--- src/rtl/prio_enc_pkg.sv ---
// prio_enc_pkg: scan-mode type and width helper shared by the priority encoder blocks
package prio_enc_pkg;
  typedef enum logic {MODE_MSB, MODE_LSB} mode_e;
  function automatic int clog2_min1(int n);
    return n > 1 ? $clog2(n) : 1;
  endfunction
endpackage

--- src/rtl/prio_enc_pipe_if.sv ---
// prio_enc_pipe_if: valid/ready request and result channels of the pipelined priority encoder
interface prio_enc_pipe_if #(parameter int WIDTH = 8);
  import prio_enc_pkg::*;
  localparam int IDX_W = $clog2(WIDTH);
  logic in_valid;
  logic in_ready;
  logic [WIDTH-1:0] in_data;
  mode_e in_mode;
  logic out_valid;
  logic out_ready;
  logic [IDX_W-1:0] out_idx;
  logic out_found;
  modport master(output in_valid, in_data, in_mode, out_ready, input in_ready, out_valid, out_idx, out_found);
  modport slave(input in_valid, in_data, in_mode, out_ready, output in_ready, out_valid, out_idx, out_found);
endinterface

--- src/rtl/prio_enc_group.sv ---
// prio_enc_group: combinational W-bit bit-scan; highest set bit in MSB mode, lowest in LSB mode
module prio_enc_group #(
  parameter int W = 4,
  localparam int LW = prio_enc_pkg::clog2_min1(W)
) (
  input  logic [W-1:0]          bits,
  input  prio_enc_pkg::mode_e   mode,
  output logic                  any,
  output logic [LW-1:0]         local_idx
);
  import prio_enc_pkg::*;
  assign any = |bits;
  // later matches overwrite earlier ones, so scan direction picks the winner
  always_comb begin
    local_idx = '0;
    for (int i = 0; i < W; i++) begin
      if (mode == MODE_MSB && bits[i]) local_idx = LW'(i);
      if (mode == MODE_LSB && bits[W-1-i]) local_idx = LW'(W-1-i);
    end
  end
endmodule

--- src/rtl/prio_enc_pipe.sv ---
// prio_enc_pipe: 2-stage pipelined priority encoder; S1 scans groups, S2 picks the winning group
module prio_enc_pipe #(
  parameter int WIDTH = 8,
  parameter int GROUP_W = 4
) (
  input logic clock,
  input logic resetn,
  prio_enc_pipe_if.slave bus
);
  import prio_enc_pkg::*;
  localparam int IDX_W = $clog2(WIDTH);
  localparam int GROUPS = WIDTH / GROUP_W;
  localparam int LW = clog2_min1(GROUP_W);
  localparam int GW = clog2_min1(GROUPS);
  logic [GROUPS-1:0] g_any, s1_any;
  logic [LW-1:0] g_lidx [GROUPS];
  logic [LW-1:0] s1_lidx [GROUPS];
  mode_e s1_mode;
  logic s1_valid, s2_valid, rdy_q, s2_any, found_q, s1_load, s2_load;
  logic [GW-1:0] s2_grp;
  logic [IDX_W-1:0] idx_q;
  for (genvar g = 0; g < GROUPS; g++) begin : grp
    prio_enc_group #(.W(GROUP_W)) u_grp (
      .bits(bus.in_data[g*GROUP_W +: GROUP_W]),
      .mode(bus.in_mode),
      .any(g_any[g]),
      .local_idx(g_lidx[g])
    );
  end
  prio_enc_group #(.W(GROUPS)) u_sel (
    .bits(s1_any),
    .mode(s1_mode),
    .any(s2_any),
    .local_idx(s2_grp)
  );
  assign s2_load = !s2_valid || bus.out_ready;
  assign s1_load = !s1_valid || s2_load;
  // rdy_q keeps in_ready low until the first edge after reset release
  assign bus.in_ready = rdy_q && s1_load;
  assign bus.out_valid = s2_valid;
  assign bus.out_idx = idx_q;
  assign bus.out_found = found_q;
  always_ff @(posedge clock or negedge resetn) begin
    if (!resetn) begin
      rdy_q <= 1'b0;
      s1_valid <= 1'b0;
      s2_valid <= 1'b0;
      s1_any <= '0;
      s1_lidx <= '{default: '0};
      s1_mode <= MODE_MSB;
      idx_q <= '0;
      found_q <= 1'b0;
    end else begin
      rdy_q <= 1'b1;
      if (s1_load) begin
        s1_valid <= bus.in_valid && bus.in_ready;
        s1_any <= g_any;
        s1_lidx <= g_lidx;
        s1_mode <= bus.in_mode;
      end
      if (s2_load) begin
        s2_valid <= s1_valid;
        idx_q <= IDX_W'({s2_grp, s1_lidx[s2_grp]});
        found_q <= s2_any;
      end
    end
  end
endmodule

--- src/flat_wrapper.sv ---
// flat-port wrapper written by rule: the top's interface ports become plain ports
module prio_enc_pipe_flat import prio_enc_pkg::*;
#(
  parameter int WIDTH = 8,
  parameter int GROUP_W = 4
)
  (clock, resetn, bus_in_valid, bus_in_data, bus_in_mode, bus_out_ready, bus_in_ready, bus_out_valid, bus_out_idx, bus_out_found);
  prio_enc_pipe_if #(.WIDTH(WIDTH)) bus_i ();
  input logic clock;
  input logic resetn;
  input wire logic [$bits(bus_i.in_valid)-1:0] bus_in_valid;
  input wire logic [$bits(bus_i.in_data)-1:0] bus_in_data;
  input wire logic [$bits(bus_i.in_mode)-1:0] bus_in_mode;
  input wire logic [$bits(bus_i.out_ready)-1:0] bus_out_ready;
  output wire logic [$bits(bus_i.in_ready)-1:0] bus_in_ready;
  output wire logic [$bits(bus_i.out_valid)-1:0] bus_out_valid;
  output wire logic [$bits(bus_i.out_idx)-1:0] bus_out_idx;
  output wire logic [$bits(bus_i.out_found)-1:0] bus_out_found;
  assign bus_i.in_valid = bus_in_valid;
  assign bus_i.in_data = bus_in_data;
  assign bus_i.in_mode = bus_in_mode;
  assign bus_i.out_ready = bus_out_ready;
  assign bus_in_ready = bus_i.in_ready;
  assign bus_out_valid = bus_i.out_valid;
  assign bus_out_idx = bus_i.out_idx;
  assign bus_out_found = bus_i.out_found;
  prio_enc_pipe #(.WIDTH(WIDTH), .GROUP_W(GROUP_W)) u_core (.clock(clock), .resetn(resetn), .bus(bus_i));
endmodule
--- config.mk ---
export PLATFORM = sky130hd
export DESIGN_NAME = prio_enc_pipe_flat
export DESIGN_NICKNAME = d
export VERILOG_FILES = /design/src/rtl/prio_enc_pkg.sv /design/src/rtl/prio_enc_pipe_if.sv /design/src/rtl/prio_enc_group.sv /design/src/rtl/prio_enc_pipe.sv /design/src/flat_wrapper.sv
export SDC_FILE = /design/constraint.sdc
export NUM_CORES = 1
export LEC_CHECK = 0
export CORE_AREA = 2 2 41 43
export CTS_BUF_LIST = sky130_fd_sc_hd__clkbuf_2
export CTS_CLUSTER_SIZE = 10
export DETAILED_ROUTE_END_ITERATION = 8
export DIE_AREA = 0 0 43 45
export PLACE_DENSITY = 0.82
export SLEW_MARGIN = 10
export SYNTH_ARGS = -nofsm -noshare
export SYNTH_HDL_FRONTEND = slang
export SYNTH_HIERARCHICAL = 1
export SYNTH_SLANG_ARGS = --single-unit
export TNS_END_PERCENT = 30
--- constraint.sdc ---
create_clock -name clock -period 1.6 [get_ports clock]
set_input_delay 0.32 -clock clock [delete_from_list [all_inputs] [get_ports clock]]
set_output_delay 0.32 -clock clock [all_outputs]
set_load 0.005 [all_outputs]
==> metrics <==
status=finished clean; WL met3=44 um; die area=1940 um2; initial antenna violation count=0; pwr/cell area=around 800 nW/um2; critical-path cell list=nand3b_4 -> and2_1 -> dlygate4sd2_1; Num CTS Buffers=3; area of the multi-input gates=294 um2; htree depth=1; final setup fails=0; most frequent cells in the layout=15 x clkdlybuf4s50_1, 14 x dfrtp_1, 10 x mux2_2; Initial Util=0.448; dpl cell area=just over 900 um2; Static Leak=0.426 nW; clock share of power=0.225; Yosys warning total=6; Setup crit start kind=flop; Avg WL per Cell=12.3 um; GPL Wtd Cong=a little under 0.8; fillcell total=approximately 130; fin util=0.633; hold_buf cts=0; cell area after synthesis=659 um2; CTS Buffer Depth=2; Overflow after GRT=0; worst hold slack=around 320 ps; drt drc=0; diode count=0; Setup CP Type=flop to primary output; Post-DP HPWL=949 um; Worst Setup End Kind=primary output; CP max stage cell=dfrtp_1; Crit path max-delay family=flip-flops; Die Y=45 um; endpoints failing hold=0; sequential share of power=0.544; GR Util All Layers=0.152; Final Critical Period=approximately 1500 ps; Sw Ratio=0.256; row cnt=14; Mapped Cells=52; Unique masters post-synth=17; Detail Route Antenna Nets=0; First-pass DRT Iterations=4; sequential-to-total area share from yosys stat=0.531; first-pass GRT wire length=2.08 mm; CTS tree=yes; nets@finish=95; CTS Sinks=14; unrepaired setup endpoints after global routing=false; top sig layer=met4; Post-Route WL=1.20 mm; min-delay worst type=input pin to asynchronous set/reset pin; wl on met1=547 um; clock latency on the worst-skew pair=around 280 ps; Avg Cell Area, Syn=12.7 um2; total net switching power=192 uW; post-route cell area=931 um2; via count=roughly 500; pre-CTS setup slack=-281 ps; Cell Int Power=approximately 560 uW; Core Area=1470 um2; crit path max fanout=3; Synth Net Count=65; max incr delay on CP=between 400 and 500 ps; period utilization=0.952; I/O Buffers=18; fmax=roughly 660 MHz; most common cell after layout, fill and taps aside=clkdlybuf4s50_1; data required time of the worst path=1280 ps; Slew Viols, Final=0; FF+latch area=350 um2; vias in the first global route=476; chip width=43 um; clock skew=7.05 ps; final worst-path setup slack=between 70 and 80 ps; Peak VDD IR=0.610 mV; Ports=19; WP buf/inv=1; Max Cap Viol=0; root buf cell=clkbuf_2; largest net degree at the start of global routing=15; #FFs+latches synth=14; met2 routed WL=586 um; Reg clk slew, reported paths=140 ps; Arr. time, crit path=1200 ps; Comb pwr share=0.231; Area growth syn-to-layout=41.2%; share of layout cells above drive strength 1=0.296; Via density=a little over 5; DR iter-0 viols=1
layout make-up:
class / count / area share
Tap cell: 16 / 0.0215
Sequential cell: 14 / 0.376
Inverter: 4 / 0.0161
Clock buffer: 3 / 0.0161
Clock inverter: 1 / 0.00403
Timing Repair Buffer: 25 / 0.250
Multi-Input combinational cell: 34 / 0.316
synth_stat cells:
| cell | count | area share |
|---|---|---|
| a21boi_1 | 1 | 0.011 |
| a21oi_1 | 4 | 0.030 |
| and2_1 | 1 | 0.0095 |
| conb_1 | 1 | 0.0057 |
| dfrtp_1 | 14 | 0.53 |
| inv_1 | 4 | 0.023 |
| mux2_1 | 2 | 0.034 |
| mux2_2 | 10 | 0.17 |
| mux2_4 | 1 | 0.023 |
| nand2_1 | 2 | 0.011 |
| nand2b_1 | 2 | 0.019 |
| nand3b_4 | 1 | 0.030 |
| o21a_1 | 2 | 0.023 |
| o21ai_0 | 2 | 0.015 |
| o22a_2 | 2 | 0.030 |
| or2_1 | 1 | 0.0095 |
| or4_1 | 2 | 0.023 |
repair_timing:
action	in CTS	in global routing
setup endpoints to repair	1	2
pin swaps	0	0
buffers inserted	0	1
gates resized for setup	2	1
metal layers:
| layer | vias up | global-route usage |
|---|---|---|
| met4 | 0 | 0.0727 |
| met5 | - | 0 |
| met1 | 237 | 0.186 |
| li1 | 242 | - |
| met2 | 9 | 0.245 |
| met3 | 2 | 0.0520 |
worst register-to-register path: stages (launching register included):
cell and delay [ps]:
dfrtp_1 410, a21boi_1 320, mux2_1 350, mux2_2 260
flip-flops by register name, summed over array words and instances (netlist names):
signal / count
u_core/rdy_q: 1
u_core/bus.out_valid: 1
u_core/s1_lidx: 4
u_core/s1_mode: 1
u_core/bus.out_found: 1
u_core/bus.out_idx: 3
u_core/s1_valid: 1
u_core/s1_any: 2
per-stage QoR:
step	TNS [ps]	std cells	total power [mW]
6_report	0	97	0.750
5_1_grt	0	97	0.794
4_1_cts	0	96	0.755
3_5_place_dp	-399	92	0.588
3_3_place_gp	-350	92	0.582
2_1_floorplan	0	52	0.483
kinds of logic after synthesis:
| kind of cell | Yosys count | share of synthesized area |
|---|---|---|
| flops | 14 | 0.531 |
| buf+inv | 4 | 0.0228 |
| compound gates | 11 | 0.110 |
| other cells | 1 | 0.00569 |
| simple gates | 9 | 0.102 |
| mux | 13 | 0.228 |
path summary, 6_finish.rpt:
kind | start | end | slack, ps | cells after the start
max | u_core/bus.out_valid$_DFFE_PN0P_ | bus_in_ready | 80 | 3
min | resetn | u_core/rdy_q$_DFF_PN0_ | 320 | 2
max reg2reg | u_core/s1_any[0]$_DFFE_PN0P_ | u_core/bus.out_idx[1]$_DFFE_PN0P_ | 160 | 3
min reg2reg | u_core/rdy_q$_DFF_PN0_ | u_core/s1_valid$_DFFE_PN0P_ | 480 | 2
max in group asynchronous | resetn | u_core/s1_any[0]$_DFFE_PN0P_ | 1110 | 2
min in group clock | u_core/rdy_q$_DFF_PN0_ | u_core/s1_valid$_DFFE_PN0P_ | 480 | 2
power by group through the flow:
stage	registers (mW)	clock network (mW)	logic, mW
after floorplan	0.413	0	0.0699
after global placement	0.413	0	0.169
after detailed placement	0.415	0	0.173
after CTS	0.409	0.175	0.172
after global routing	0.412	0.189	0.192
final	0.408	0.169	0.173
Power figures use the tool's default switching activity.
